**src/rtl/seq_mul_pkg.sv**
```systemverilog
// Shared constants for the sequential shift-and-add multiplier:
// FSM state encoding and the default operand width.
package seq_mul_pkg;

  localparam int DEFAULT_WIDTH = 16;

  localparam logic [1:0] IDLE = 2'b00;
  localparam logic [1:0] CALC = 2'b01;
  localparam logic [1:0] FIX  = 2'b10;
  localparam logic [1:0] DONE = 2'b11;

endpackage

```
**src/rtl/seq_multiplier_if.sv**
```systemverilog
// Operand/result handshake bundle between an operand source (master)
// and the sequential multiplier (slave).
interface seq_mul_if
  import seq_mul_pkg::*;
#(
  parameter int WIDTH = DEFAULT_WIDTH
);

  logic               start;
  logic               signed_mode;
  logic [WIDTH-1:0]   a_in;
  logic [WIDTH-1:0]   b_in;
  logic               busy;
  logic               done;
  logic [2*WIDTH-1:0] product;

  modport master (
    output start, signed_mode, a_in, b_in,
    input  busy, done, product
  );

  modport slave (
    input  start, signed_mode, a_in, b_in,
    output busy, done, product
  );

endinterface

```
**src/rtl/seq_mul_datapath.sv**
```systemverilog
// Shift-and-add datapath: magnitude capture, accumulate/shift steps and the
// sign-fixed product register, driven by load/step/fix strobes.
module seq_mul_datapath
  import seq_mul_pkg::*;
#(
  parameter int WIDTH = DEFAULT_WIDTH
) (
  input  logic               clk,
  input  logic               rst,
  input  logic               load,
  input  logic               step,
  input  logic               fix,
  input  logic               signed_mode,
  input  logic [WIDTH-1:0]   a_in,
  input  logic [WIDTH-1:0]   b_in,
  output logic               b_next_zero,
  output logic               cnt_last,
  output logic [2*WIDTH-1:0] product
);

  localparam int              CW       = $clog2(WIDTH + 1);
  localparam logic [CW-1:0]   CNT_INIT = CW'(WIDTH);

  logic [2*WIDTH-1:0] a_sh;
  logic [2*WIDTH-1:0] acc;
  logic [WIDTH-1:0]   b_reg;
  logic [CW-1:0]      cnt;
  logic               neg;
  logic [WIDTH-1:0]   a_mag;
  logic [WIDTH-1:0]   b_mag;

  // |-2^(WIDTH-1)| wraps to 2^(WIDTH-1), which is the correct unsigned magnitude.
  always_comb begin
    a_mag = (signed_mode && a_in[WIDTH-1]) ? -a_in : a_in;
    b_mag = (signed_mode && b_in[WIDTH-1]) ? -b_in : b_in;
  end

  // NOTE: state registers use non-blocking assignments so every register
  // samples the pre-edge values of the others.
  always_ff @(posedge clk) begin
    if (rst) begin
      a_sh  <= '0;
      acc   <= '0;
      b_reg <= '0;
      cnt   <= CNT_INIT;
      neg   <= 1'b0;
    end else if (load) begin
      a_sh  <= {{WIDTH{1'b0}}, a_mag};
      acc   <= '0;
      b_reg <= b_mag;
      cnt   <= CNT_INIT;
      neg   <= signed_mode & (a_in[WIDTH-1] ^ b_in[WIDTH-1]);
    end else if (step) begin
      if (b_reg[0]) acc <= acc + a_sh;
      a_sh  <= a_sh << 1;
      b_reg <= b_reg >> 1;
      cnt   <= cnt - CW'(1);
    end
  end

  always_ff @(posedge clk) begin
    if (rst)      product <= '0;
    else if (fix) product <= neg ? -acc : acc;
  end

  assign b_next_zero = (b_reg >> 1) == '0;
  assign cnt_last    = cnt == CW'(1);

endmodule

```
**src/rtl/seq_multiplier.sv**
```systemverilog
// Sequential signed/unsigned multiplier top: IDLE/CALC/FIX/DONE control FSM
// with early termination, driving the shift-and-add datapath.
module seq_multiplier
  import seq_mul_pkg::*;
#(
  parameter int WIDTH = DEFAULT_WIDTH
) (
  input logic   clk,
  input logic   rst,
  seq_mul_if.slave bus
);

  logic [1:0] state;
  logic [1:0] state_nxt;
  logic       load;
  logic       step;
  logic       fix;
  logic       b_next_zero;
  logic       cnt_last;

  always_ff @(posedge clk) begin
    if (rst) state <= IDLE;
    else     state <= state_nxt;
  end

  // NOTE: every output of this block gets a default first, so no path
  // through the case can infer a latch.
  always_comb begin
    state_nxt = state;
    load      = 1'b0;
    step      = 1'b0;
    fix       = 1'b0;
    case (state)
      IDLE: begin
        if (bus.start) begin
          load      = 1'b1;
          // Only b_in == 0 has a zero magnitude, so skip straight to FIX.
          state_nxt = (bus.b_in == '0) ? FIX : CALC;
        end
      end
      CALC: begin
        step = 1'b1;
        if (b_next_zero || cnt_last) state_nxt = FIX;
      end
      FIX: begin
        fix       = 1'b1;
        state_nxt = DONE;
      end
      DONE:    state_nxt = IDLE;
      default: state_nxt = IDLE;
    endcase
  end

  assign bus.busy = (state != IDLE);
  assign bus.done = (state == DONE);

  seq_mul_datapath #(
    .WIDTH (WIDTH)
  ) u_datapath (
    .clk         (clk),
    .rst         (rst),
    .load        (load),
    .step        (step),
    .fix         (fix),
    .signed_mode (bus.signed_mode),
    .a_in        (bus.a_in),
    .b_in        (bus.b_in),
    .b_next_zero (b_next_zero),
    .cnt_last    (cnt_last),
    .product     (bus.product)
  );

endmodule

```
**src/flat_wrapper.sv**
```systemverilog
// flat-port wrapper written by rule: the top's interface ports become plain ports
module seq_multiplier_flat import seq_mul_pkg::*;
#(
  parameter int WIDTH = DEFAULT_WIDTH
)
  (clk, rst, bus_start, bus_signed_mode, bus_a_in, bus_b_in, bus_busy, bus_done, bus_product);
  seq_mul_if #(.WIDTH(WIDTH)) bus_i ();
  input logic clk;
  input logic rst;
  input wire logic [$bits(bus_i.start)-1:0] bus_start;
  input wire logic [$bits(bus_i.signed_mode)-1:0] bus_signed_mode;
  input wire logic [$bits(bus_i.a_in)-1:0] bus_a_in;
  input wire logic [$bits(bus_i.b_in)-1:0] bus_b_in;
  output wire logic [$bits(bus_i.busy)-1:0] bus_busy;
  output wire logic [$bits(bus_i.done)-1:0] bus_done;
  output wire logic [$bits(bus_i.product)-1:0] bus_product;
  assign bus_i.start = bus_start;
  assign bus_i.signed_mode = bus_signed_mode;
  assign bus_i.a_in = bus_a_in;
  assign bus_i.b_in = bus_b_in;
  assign bus_busy = bus_i.busy;
  assign bus_done = bus_i.done;
  assign bus_product = bus_i.product;
  seq_multiplier #(.WIDTH(WIDTH)) u_core (.clk(clk), .rst(rst), .bus(bus_i));
endmodule
```
**config.mk**
```make
export PLATFORM = sky130hd
export DESIGN_NAME = seq_multiplier_flat
export DESIGN_NICKNAME = d
export VERILOG_FILES = /design/src/rtl/seq_mul_pkg.sv /design/src/rtl/seq_multiplier_if.sv /design/src/rtl/seq_mul_datapath.sv /design/src/rtl/seq_multiplier.sv /design/src/flat_wrapper.sv
export SDC_FILE = /design/constraint.sdc
export NUM_CORES = 1
export LEC_CHECK = 0
export BUFFER_PORTS_ARGS = -buffer_cell sky130_fd_sc_hd__buf_2
export CAP_MARGIN = 20
export CORE_ASPECT_RATIO = 1.2
export CORE_MARGIN = 2
export CORE_UTILIZATION = 55
export CTS_CLUSTER_SIZE = 16
export DETAILED_ROUTE_END_ITERATION = 8
export PLACE_DENSITY = 0.87
export RECOVER_POWER = 100
export SLEW_MARGIN = 20
export SYNTH_ARGS = -nofsm -noshare
export SYNTH_HDL_FRONTEND = slang
export SYNTH_SLANG_ARGS = --single-unit
export TNS_END_PERCENT = 30
```
**constraint.sdc**
```tcl
create_clock -name clk -period 3.8 [get_ports clk]
set_input_delay 0 -clock clk [delete_from_list [all_inputs] [get_ports clk]]
set_output_delay 0 -clock clk [all_outputs]
set_load 0.01 [all_outputs]
```
### Word-level counts from Yosys, hierarchy flattened

Cells that the tools add are included.

| storage, ports and cells | value |
|---|---|
| register bits after elaboration | 120 |

| operators by class | value |
|---|---|
| eq/ne operators | 6 |
| add/sub/neg operators | 5 |
| bitwise logic cells | 2 |
| mux-type cells | 15 |
| reductions and logical operators | 11 |

Operators by type and width:

| cell | number |
|---|---|
| two-way mux 16 bit | 6 |
| adder 32 bit | 1 |
| zero test 16 bit | 2 |
| two-way mux 32 bit | 1 |
| negation 16 bit | 2 |
| negation 32 bit | 1 |
| case mux 2 bit (4 select lines) | 1 |
| two-way mux 2 bit | 3 |
| == test 5 x 1 -> 1 bit, second input constant | 1 |
| subtractor 5 x 1 -> 5 bit, second input constant | 1 |
| == test 2 bit, second input constant | 2 |
| two-way mux 1 bit | 4 |
| AND reduction 2 bit | 2 |
| nonzero test 2 bit | 2 |
| == test 2 x 1 -> 1 bit, second input constant | 1 |
| logical AND 1 bit | 2 |
| zero test 2 bit | 1 |
| != test 2 x 1 -> 1 bit, second input constant | 1 |
| != test 2 bit, second input constant | 1 |
| OR reduction 2 bit | 1 |
| AND 1 bit | 1 |
| logical OR 1 bit | 1 |
| XOR 1 bit | 1 |

### Depth between registers and ports, before layout

Gate-level depths: netlist (run 1).

| depth | value |
|---|---|
| depth in word-level cells | 4 |
| gate-level depth with buffers | 10 |
| depth with buffers taken out | 10 |

### Cells and area by module

Synthesis (run 1) repeated with hierarchy kept, for this count alone.

| unflattened totals | value |
|---|---|
| cells, all modules | 947 |
| area total of the unflattened synthesis | 7616.1 um2 |

By module, submodules not included:

| module | times used | area each (um2) | cells each |
|---|---|---|---|
| seq_mul_datapath | 1 | 7378.3 | 920 |
| seq_multiplier | 1 | 237.7 | 27 |

### Worst setup path after synthesis (run 1)

OpenSTA, ideal clock, no wires.

| timing | value |
|---|---|
| path kind | reg2reg |
| from | register u_core.u_datapath.a_sh[0] |
| to | register u_core.u_datapath.acc[16] |
| period minus slack after synthesis | 2376 ps |
| slack | 1424 ps |
| data arrival time | 2253 ps |
| cell stages (with the launch flop) | 11 |
| cell sequence | dfxtp_1 ha_1 fa_1 a21oi_1 o21ai_0 o211ai_1 nand2_1 and3_1 or3_1 xnor2_1 o21ai_0 |

| on the way | value |
|---|---|
| cells in the longest elaborated chain, start to end | 1 |

RTL lines:

| what | RTL line | text |
|---|---|---|
| from (decl) | seq_mul_datapath.sv:24 | `logic [2*WIDTH-1:0] a_sh;` |
| from (signal assigned) | seq_mul_datapath.sv:48 | `a_sh <= {{WIDTH{1'b0}}, a_mag};` |
| from (signal assigned) | seq_mul_datapath.sv:55 | `a_sh <= a_sh << 1;` |
| adder 32 bit | seq_mul_datapath.sv:54 | `if (b_reg[0]) acc <= acc + a_sh;` |
| to (signal assigned) | seq_mul_datapath.sv:54 |  |
| to (decl) | seq_mul_datapath.sv:25 | `logic [2*WIDTH-1:0] acc;` |

Every way passes these cells.
A chain may end at the register's enable or synchronous reset.

### Final worst setup path (run 1)

| timing | value |
|---|---|
| from | register u_core.state[1] |
| to | register u_core.u_datapath.b_reg[1] |

| on the way | value |
|---|---|
| cells in the longest elaborated chain, start to end | 3 |
| elaborated cells between the ends (all ways) | 6 |
| those cells by class | eq/ne (1); mux (3); reduce/logical (2) |

RTL lines:

| what | RTL line | text |
|---|---|---|
| from (decl) | seq_multiplier.sv:13 | `logic [1:0] state;` |
| from (signal assigned) | seq_multiplier.sv:23 | `else state <= state_nxt;` |
| == test 2 x 1 -> 1 bit or zero test 2 bit (tied branches) | seq_multiplier.sv:33 | `case (state)` |
| two-way mux 1 bit | seq_multiplier.sv:33 |  |
| nonzero test 2 bit (no source line) or two-way mux 16 bit (tied branches) | n/a |  |
| to (signal assigned) | seq_mul_datapath.sv:50 | `b_reg <= b_mag;` |
| to (signal assigned) | seq_mul_datapath.sv:56 | `b_reg <= b_reg >> 1;` |
| to (decl) | seq_mul_datapath.sv:26 | `logic [WIDTH-1:0] b_reg;` |

Parallel ways exist; a longest one is shown, timed or not.

==> impl_results.md, run 1 <==
* Final HPWL DP at 12,500 um
* Vias in the first global route at about 6,600
* Total iterations of the first detailed-routing run at 5
* Area post-placement at between 7000 and 8000 um2
* CTS tree: yes
* Post-synthesis cell area at 7370 um2
* Largest net degree at the start of global routing at a little under 70
* Port Buffers at 69
* Clk_lat worst skew at roughly 0.42 ns
* Fraction of layout cells with a size suffix above 1 at about 8.6%
* Worst setup path category: flip-flop to flip-flop
* Post-synthesis sequential area ratio at 32.6%
* Pwr Total at 4.82 mW
* Nets at 1,068
* Largest family of logic cells by synthesized area: compound AO/OA/AOI/OAI gates
* Die area at around 14,000 um2
* Setup TNS at 0 ns
* Status: finished, violations left
* Lkg Pwr at 3.47 nW
* Antenna-violating nets left at 0
* Synth area leader: dfxtp_1
* Gr usage total at 27.0%
* Area share of and/or/nand/nor cells after synthesis at 19.1%
* Global-route wire length before repair at 30,800 um
* Crit path buf inv count at 3
* CP Max Fanout at 59
* Row count at between 40 and 50
* WL per Instance at 15.8 um
* Compound-cell area share of the yosys netlist at 21.0%
* Tightest Pin Transition at 2.17 ns
* Worst R2R Setup Slack at 0.77 ns
* Die H at 131 um
* Syn_nets at slightly below 1,000
* Final setup violation count at 0
* Final Hold Fails at 0
* Adder-cell area share of the yosys netlist at 7.23%
* Max Fclk at 330 MHz
* Pins over their slew limit at 122
* Finished Cell Area at 8670 um2
* Top FF cell, synth: dfxtp_1
* FFs w/ async S/R, synth at 0%
* MaxCap Viol Count at 2
* EDFF count, synth at 0
* Share of the synthesized area in the top cell type at 32.6%
* RSZ-0062 raised after global routing: no
* CP Launch Type: flip-flop
* Worst-path clk slew at 0.06 ns
* Synthesis Warnings at 0
* H-tree lvl count at 4
* # IOs at 70
* Crit-path leading delay family: buffers and inverters
* Library cells used by synthesis at 55
* Routability cong. at 0.960
* Die Wd at 110 um
* Most frequent cells in the layout: 119 x nor2_1, 119 x dfxtp_1, 96 x nand2_1, 61 x a211oi_1, 60 x a21oi_1
* Largest stage delay, worst path at 1.23 ns
* Top Registers: u_core.u_datapath.a_sh (32), u_core.u_datapath.acc (32), u_core.u_datapath.product (32)
* Initial core utilization at between 50% and 60%
* Crit-path cells: inv_1 -> ha_1 -> clkbuf_2 -> nor2b_1 -> a211oi_1 -> a311oi_1 -> dlygate4sd3_1
* Ant diodes at 0
* Synth Instances at 910
* P per Cell Area at approximately 560 nW/um2
* Syn Area/Cell at ~8 um2
* Via-per-instance ratio at 5.89
* Root Buffer: clkbuf_16
* CP Capture Type: flip-flop
* Rel. slew slack at -44.9%
* Required @ worst endpoint at 4.11 ns
* CTS Buffer Depth at 2
* Sink Count at between 100 and 150
* Hold Path Class: input port to flip-flop
* Initial antenna violation count at 0
* Mux cell area share after synthesis at 6.25%
* Final worst-path cycle share at 79.7%
* XOR/XNOR Fraction of Synth Area at 10.2%
* VDD IR max at approximately 0.36 mV
* Worst clock skew at around 0.009 ns
* Remaining Overflow, GRT at 0
* Synth area leaders: dfxtp_1 33%, ha_1 7.0%, xor2_1 6.8%
* DRC Markers at 0
* Syn-to-layout area delta at 17.6%
* Flops & latches, synth at 120
* Total wire length at 18,500 um
* Starting DRT DRC Count at 470
* Data arrival, critical path at roughly 3.3 ns
* CTS Buf Count at 17
* Failing checks: max-capacitance violations, max-slew violations
* CP max-delay cell: clkbuf_2
* Core Area at 13,200 um2
* Via count at 6,893
* Fin crit period at 3.03 ns
==> layout make-up <==
type	instances	area [um2]
timing repair buffer	110	689
inverter	22	82.6
sequential	120	2400
tap	168	210
clock inverter	14	151
fill	1068	4510
multi-input combinational	719	4700
clock buffer	18	429
==> what timing repair did <==
| item | 4_1_cts | 5_1_grt |
|---|---|---|
| hold endpoints to repair | 31 | 0 |
| hold buffers | 34 | 0 |
| gates resized for setup | 0 | 0 |
| setup buffers | 0 | 0 |
==> per-stage QoR <==
stage / hold WS, ns / std cells / worst slack (ns) / util (%)
floorplan: 0.136 / 910 / 1.42 / -
global route: 0.0647 / 1171 / 0.527 / 65.8
detailed placement: 0.278 / 1105 / 1.07 / 59.2
finish: 0.0231 / 1171 / 0.771 / 65.8
CTS: 0.0160 / 1171 / 1.09 / 66.2
global placement: 0.283 / 1105 / 1.17 / 59.2
==> logic make-up (layout without fill, tap and decap cells) <==
group	after synthesis	after routing
buffers and inverters	71	164
xor gates and xnor gates	86	86
muxes	46	46
and+or+nand+nor	305	305
adders and majority gates	42	42
DFF	120	120
AOI/OAI and AO/OA	240	240
==> worst min-delay path, stage by stage <==
cell and delay, ns:
buf_2 0.11, inv_1 0.08, xnor2_1 0.07, nor2_1 0.08, a211oi_1 0.05
==> power breakdown <==
part	internal, mW	total, mW	switching [mW]
Combinational	0.647	1.57	0.919
Sequential	1.49	1.67	0.178
Clock	0.967	1.59	0.620
Total	3.10	4.82	1.72
==> metal layers <==
metal	global-route usage, %	share of wire [%]	up-vias
met5	0	0	-
met4	10.6	2.2	0
met1	32.0	42	3123
li1	-	-	3423
met2	47.7	49	302
met3	5.31	7.3	45
==> Yosys cell counts (2+ instances only) <==
library cell and count:
a211oi_1 61, a21o_1 9, a21oi_1 60, a22o_1 3, a311oi_1 6, a31oi_1 10
a41oi_1 2, and2_1 3, and3_1 7, buf_1 4, clkbuf_1 44, dfxtp_1 120
ha_1 41, inv_1 22, mux2i_1 46, nand2_1 96, nand2b_1 5, nand3_1 13
nand3_2 2, nand3b_1 2, nand4_1 7, nand4b_1 2, nor2_1 119, nor2b_1 7
nor3_1 11, nor3_2 2, nor4_1 9, o211ai_1 4, o21ai_0 53, o21ai_1 2
o21bai_1 4, o31ai_1 9, o41ai_1 9, or3_1 9, or3_4 2, or4_4 2
xnor2_1 29, xor2_1 57
==> worst paths after layout <==
kind,startpoint,to,depth (start not counted)
worst max-delay path,u_core.state[1]$_SDFFE_PP0P_,u_core.u_datapath.b_reg[1]$_SDFFE_PP0P_,7
worst min-delay path,bus_b_in[6],u_core.u_datapath.b_reg[6]$_SDFFE_PP0P_,5
worst max register to register,u_core.state[1]$_SDFFE_PP0P_,u_core.u_datapath.b_reg[1]$_SDFFE_PP0P_,7
worst min register to register,u_core.u_datapath.product[23]$_SDFFE_PP0P_,u_core.u_datapath.product[23]$_SDFFE_PP0P_,2
Note: power is estimated with default switching activity, not from simulation.
==> run 2, diff against run 1 <==
==> constraint.sdc (replaced) <==
create_clock -name clk -period 2.9 [get_ports clk]
set_input_delay 0 -clock clk [delete_from_list [all_inputs] [get_ports clk]]
set_output_delay 0 -clock clk [all_outputs]
set_load 0.01 [all_outputs]
==> impl_results.md, run 2 (synthesis results as in run 1) <==
* Die area at 14,300 um2 (unchanged)
* Final setup violation count at 0 (unchanged)
* CTS Buffer Depth at 2 (unchanged)
* Total iterations of the first detailed-routing run at 6 (+1)
* Die Wd at 110 um (unchanged)
* Global-route wire length before repair at 31,000 um (+0.54%)
* Pins over their slew limit at 0 (-100%)
* Final worst-path cycle share at 95.9% (+16 points)
* Sink Count at 120 (unchanged)
* CP max-delay cell: or4_4
* Clk_lat worst skew at 0.42 ns (about the same)
* Initial antenna violation count at 0 (unchanged)
* Setup TNS at 0 ns (unchanged)
* Tightest Pin Transition at 1.20 ns (-0.975 ns)
* CTS Buf Count at 17 (unchanged)
* Rel. slew slack at 20.1% (+65 points)
* VDD IR max at 0.452 mV (+26%)
* Worst clock skew at 0.00974 ns (+0.000866 ns)
* Nets at 1,073 (+0.47%)
* Data arrival, critical path at 3.02 ns (-0.32 ns)
* Vias in the first global route at 6,671 (+0.94%)
* # IOs at 70 (unchanged)
* Final HPWL DP at 12,300 um (-1.6%)
* CP Capture Type: flip-flop
* Max Fclk at 359 MHz (+8.9%)
* Antenna-violating nets left at 0 (unchanged)
* CTS tree: yes
* Lkg Pwr at 3.55 nW (+2.4%)
* Hold Path Class: input port to flip-flop
* Most frequent cells in the layout: 120 x dfxtp_1, 118 x nor2_1, 96 x nand2_1, 61 x a211oi_1, 60 x a21oi_1
* RSZ-0062 raised after global routing: yes
* MaxCap Viol Count at 0 (-2)
* Worst setup path category: flip-flop to flip-flop
* WL per Instance at 15.8 um (+0.37%)
* Port Buffers at 69 (unchanged)
* Initial core utilization at 55.9% (unchanged)
* Fin util at 66.6% (+0.82 points)
* Commonest non-fill, non-tap cell in the layout: dfxtp_1
* Crit path buf inv count at 1 (-2)
* DRC Markers at 0 (unchanged)
* Root Buffer: clkbuf_16
* Ant diodes at 0 (unchanged)
* Starting DRT DRC Count at 479 (+1.9%)
* Core Area at 13,200 um2 (unchanged)
* Via count at 6,971 (+1.1%)
* Hold Slack at 0.00223 ns (-0.0209 ns)
* Via-per-instance ratio at 5.93 (+0.79%)
* Fraction of layout cells with a size suffix above 1 at 8.54% (-0.034 points)
* P per Cell Area at 755 nW/um2 (+36%)
* Status: finished clean
* Top Registers: u_core.u_datapath.a_sh (32), u_core.u_datapath.acc (32), u_core.u_datapath.product (32)
* Die H at 131 um (unchanged)
* Required @ worst endpoint at 3.14 ns (-0.97 ns)
* Syn-to-layout area delta at 19.0%
* Final Hold Fails at 0 (unchanged)
* CP Max Fanout at 6 (-90%)
* CP Launch Type: flip-flop
* Largest stage delay, worst path at 0.57 ns (-0.66 ns)
* Crit-path cells: buf_4 -> or4_4 -> nor3_2 -> nand3_1 -> or3_1 -> o31ai_1 -> xor2_1 -> a211oi_1
* Row count at 46 (unchanged)
* H-tree lvl count at 4 (unchanged)
* Gr usage total at 27.3% (+0.27 points)
* Remaining Overflow, GRT at 0 (unchanged)
* Fin crit period at 2.78 ns (-0.248 ns)
* Largest net degree at the start of global routing at 69 (unchanged)
* Crit-path leading delay family: simple AND/OR/NAND/NOR gates
* Worst R2R Setup Slack at 0.12 ns (-0.65 ns)
* Routability cong. at 0.980 (+2.1%)
* Worst-path clk slew at 0.05 ns (about the same)
* Total wire length at 18,600 um (+0.72%)
* Filler cell count at 1,052 (-1.5%)
==> run 2: cell count changes in the layout (fill, tap and decap cells not counted), sizes merged <==
cell         before  now
dlygate4sd3      34   33
bufinv            2    6
buf              40   42
inv              24   22
clkbuf           54   63
clkinv            5    2
clkinvlp          5    0
==> run 2: through the flow <==
stage	std cells	total power [mW]	worst slack [ns]	cell area (um2)
5_1_grt	1175	7.00	-0.0804	8780
6_report	1175	6.62	0.118	8780
3_3_place_gp	1111	4.14	0.222	7850
2_1_floorplan	910	3.69	0.524	7370
4_1_cts	1175	6.67	0.143	8850
3_5_place_dp	1111	4.20	0.175	7850
==> run 2: final timing paths <==
kind / startpoint / endpoint / depth (start not counted)
worst max-delay path: u_core.u_datapath.acc[2]$_SDFFE_PP0P_ / u_core.u_datapath.product[31]$_SDFFE_PP0P_ / 8
worst min-delay path: bus_a_in[9] / u_core.u_datapath.a_sh[9]$_SDFFE_PP0P_ / 4
worst max register to register: u_core.u_datapath.acc[2]$_SDFFE_PP0P_ / u_core.u_datapath.product[31]$_SDFFE_PP0P_ / 8
worst min register to register: u_core.u_datapath.product[23]$_SDFFE_PP0P_ / u_core.u_datapath.product[23]$_SDFFE_PP0P_ / 2
==> run 2: timing repair <==
item	4_1_cts	5_1_grt
endpoints found under the setup margin	0	5
buffers inserted	0	0
resized for setup	0	2
hold buffers	33	0
endpoints found under the hold margin	30	0
==> run 2: final cells by class <==
class | count | area (um2) | area share (%)
well taps | 168 | 210 | 2.40
clock buffers | 23 | 488 | 5.56
multi-input cells | 719 | 4690 | 53.4
flip-flops and latches | 120 | 2400 | 27.4
inverters | 22 | 82.6 | 0.941
clock inverters | 8 | 190 | 2.17
repair buffers | 115 | 716 | 8.16
==> run 2: worst register-to-register path, delay by kind of cell, from the launching register on <==
| family | cells | cell delay, ns |
|---|---|---|
| and+or+nand+nor | 4 | 1.49 |
| AOI/OAI and AO/OA | 2 | 0.39 |
| DFF | 1 | 0.31 |
| xor gates and xnor gates | 1 | 0.25 |
| buffers and inverters | 1 | 0.16 |
==> run 2: layer usage <==
metal | GRT usage [%] | wire [um] | vias up
met4 | 11.0 | 451 | 0
met5 | 0 | 0 | -
met2 | 47.1 | 9150 | 281
li1 | - | - | 3431
met3 | 6.25 | 1310 | 45
met1 | 32.5 | 7680 | 3214
==> run 2: power breakdown <==
group | internal [mW] | switching, mW
Clock | 1.69 | 0.729
Combinational | 0.809 | 1.21
Sequential | 1.95 | 0.230
==> run 3, diff against run 2 <==
--- a/config.mk
+++ b/config.mk
@@ -12,7 +12,7 @@
 export CORE_UTILIZATION = 55
 export CTS_CLUSTER_SIZE = 16
 export DETAILED_ROUTE_END_ITERATION = 8
-export PLACE_DENSITY = 0.87
+export PLACE_DENSITY_LB_ADDON = 0.3
 export RECOVER_POWER = 100
 export SLEW_MARGIN = 20
 export SYNTH_ARGS = -nofsm -noshare
==> impl_results.md, run 3 (synthesis results as in run 1) <==
* Worst setup path category: flip-flop to flip-flop
* Initial antenna violation count at 0 (unchanged)
* Antenna-violating nets left at 0 (unchanged)
* Total iterations of the first detailed-routing run at 5 (-1)
* Commonest non-fill, non-tap cell in the layout: dfxtp_1
* Nets at 1,071 (-0.19%)
* Routability cong. at 0.982 (+0.17%)
* Starting DRT DRC Count at 366 (-24%)
* P per Cell Area at 715 nW/um2 (-5.3%)
* Syn-to-layout area delta at 17.1%
* CTS Buf Count at 17 (unchanged)
* Required @ worst endpoint at 3.14 ns (about the same)
* H-tree lvl count at 4 (unchanged)
* # IOs at 70 (unchanged)
* Rel. slew slack at 22.2% (+2.0 points)
* Setup TNS at 0 ns (unchanged)
* Gr usage total at 25.7% (-1.5 points)
* Int Pwr at 4.04 mW (-9.3%)
* Max Fclk at 357 MHz (-0.55%)
* CTS tree: yes
* WL per Instance at 15.1 um (-4.9%)
* Tightest Pin Transition at 1.17 ns (-0.0307 ns)
* Final std cells w/o fill at 1,174 (-0.085%)
* Ant diodes at 0 (unchanged)
* Area post-placement at 7850 um2 (about the same)
* Crit-path cells: buf_4 -> or4_1 -> nor3_1 -> nand3_2 -> or3_4 -> o41ai_2 -> xor2_1 -> a211oi_1
* Die H at 131 um (unchanged)
* Most frequent cells in the layout: 120 x dfxtp_1, 119 x nor2_1, 96 x nand2_1, 61 x a211oi_1, 60 x a21oi_1
* Worst clock skew at 0.00618 ns (-0.00356 ns)
* Final HPWL DP at 12,400 um (+0.42%)
* Vias in the first global route at 6,328 (-5.1%)
* Remaining Overflow, GRT at 0 (unchanged)
* P_sw at 2.13 mW (-1.6%)
* Port Buffers at 69 (unchanged)
* Largest net degree at the start of global routing at 69 (unchanged)
* RSZ-0062 raised after global routing: yes
* Clk_lat worst skew at 0.41 ns (about the same)
* Final setup violation count at 0 (unchanged)
* Sink Count at 120 (unchanged)
* Final Hold Fails at 0 (unchanged)
* Clk network pwr share at 32.3% (-4.3 points)
* CP Capture Type: flip-flop
* VDD IR max at 0.511 mV (+13%)
* Die Wd at 110 um (unchanged)
* Via-per-instance ratio at 5.68 (-4.2%)
* Data arrival, critical path at 3.04 ns (+0.02 ns)
* Finished Cell Area at 8640 um2 (-1.6%)
* Lkg Pwr at 3.47 nW (-2.2%)
* Fraction of layout cells with a size suffix above 1 at 8.05% (-0.49 points)
* Global-route wire length before repair at 29,400 um (-4.9%)
* Fin crit period at 2.80 ns (+0.0155 ns)
* Die area at 14,300 um2 (unchanged)
* CP Max Fanout at 6 (unchanged)
* Fin util at 65.5% (-1.1 points)
* CTS Buffer Depth at 2 (unchanged)
* Total wire length at 17,700 um (-5.0%)
* Via count at 6,673 (-4.3%)
* Placed Cells at 1,112 (+0.090%)
* Combinational Power Share at 32.4% (+1.9 points)
* Switching share of power at 34.6% (+1.8 points)
* Pins over their slew limit at 0 (unchanged)
* Row count at 46 (unchanged)
* Flop pwr share at 35.3% (+2.4 points)
* Core Area at 13,200 um2 (unchanged)
* MaxCap Viol Count at 0 (unchanged)
* DRC Markers at 0 (unchanged)
* Initial core utilization at 55.9% (unchanged)
* Final worst-path cycle share at 96.5% (+0.54 points)
* Hold Path Class: input port to flip-flop
* CP max-delay cell: or4_1
* CP Launch Type: flip-flop
* Worst-path clk slew at 0.05 ns (about the same)
* Status: finished clean
* Top Registers: u_core.u_datapath.a_sh (32), u_core.u_datapath.acc (32), u_core.u_datapath.product (32)
* Root Buffer: clkbuf_16
* Largest stage delay, worst path at 0.59 ns (+0.02 ns)
[run 3: layout make-up]
class                   instances  area, um2
inverters                      22       82.6
clock buffers                  23        458
repair buffers                113        692
flip-flops and latches        120       2400
fillers                      1194       4540
multi-input cells             719       4690
well taps                     168        210
clock inverters                 9        100
[run 3: per-stage QoR]
stage / setup WS, ns / hold WS, ns / power [mW]
after detailed placement: 0.112 / 0.283 / 4.20
final: 0.103 / 0.0114 / 6.18
after floorplan: 0.524 / 0.136 / 3.69
after global placement: 0.133 / 0.288 / 4.17
after CTS: 0.0914 / 0.00412 / 6.25
after global routing: -0.0153 / 0.0162 / 6.56
[run 3: power groups by stage]
stage	sequential, mW	clock [mW]	combinational (mW)
6_report	2.18	1.99	2.00
2_1_floorplan	2.21	0	1.48
4_1_cts	2.18	2.02	2.06
3_3_place_gp	2.20	0	1.97
3_5_place_dp	2.20	0	2.00
5_1_grt	2.22	2.09	2.25
[run 3: layer usage]
layer | track usage, % | routed length, um
met2 | 42.2 | 8300
met4 | 10.1 | 325
met1 | 33.6 | 8190
met5 | 0 | 0
met3 | 4.37 | 857
[run 3: timing repair]
action	in CTS	in global routing
resized for setup	0	2
setup endpoints to repair	0	4
hold buffers	30	0
buffers inserted	0	0
endpoints found under the hold margin	29	0
[run 3: critical path, delay by kind of cell, from the launching register on]
kind            cells  cell delay, ns
compound gates      2            0.31
xor+xnor            1            0.18
buf+inv             1            0.15
flops               1            0.31
simple gates        4            1.66
[run 3: worst paths after layout]
kind | from | end | slack, ns | depth (start not counted)
setup / recovery | u_core.u_datapath.acc[2]$_SDFFE_PP0P_ | u_core.u_datapath.product[28]$_SDFFE_PP0P_ | 0.10 | 8
hold / removal | bus_a_in[14] | u_core.u_datapath.a_sh[14]$_SDFFE_PP0P_ | 0.01 | 4
setup reg to reg | u_core.u_datapath.acc[2]$_SDFFE_PP0P_ | u_core.u_datapath.product[28]$_SDFFE_PP0P_ | 0.10 | 8
hold reg to reg | u_core.u_datapath.product[28]$_SDFFE_PP0P_ | u_core.u_datapath.product[28]$_SDFFE_PP0P_ | 0.48 | 2
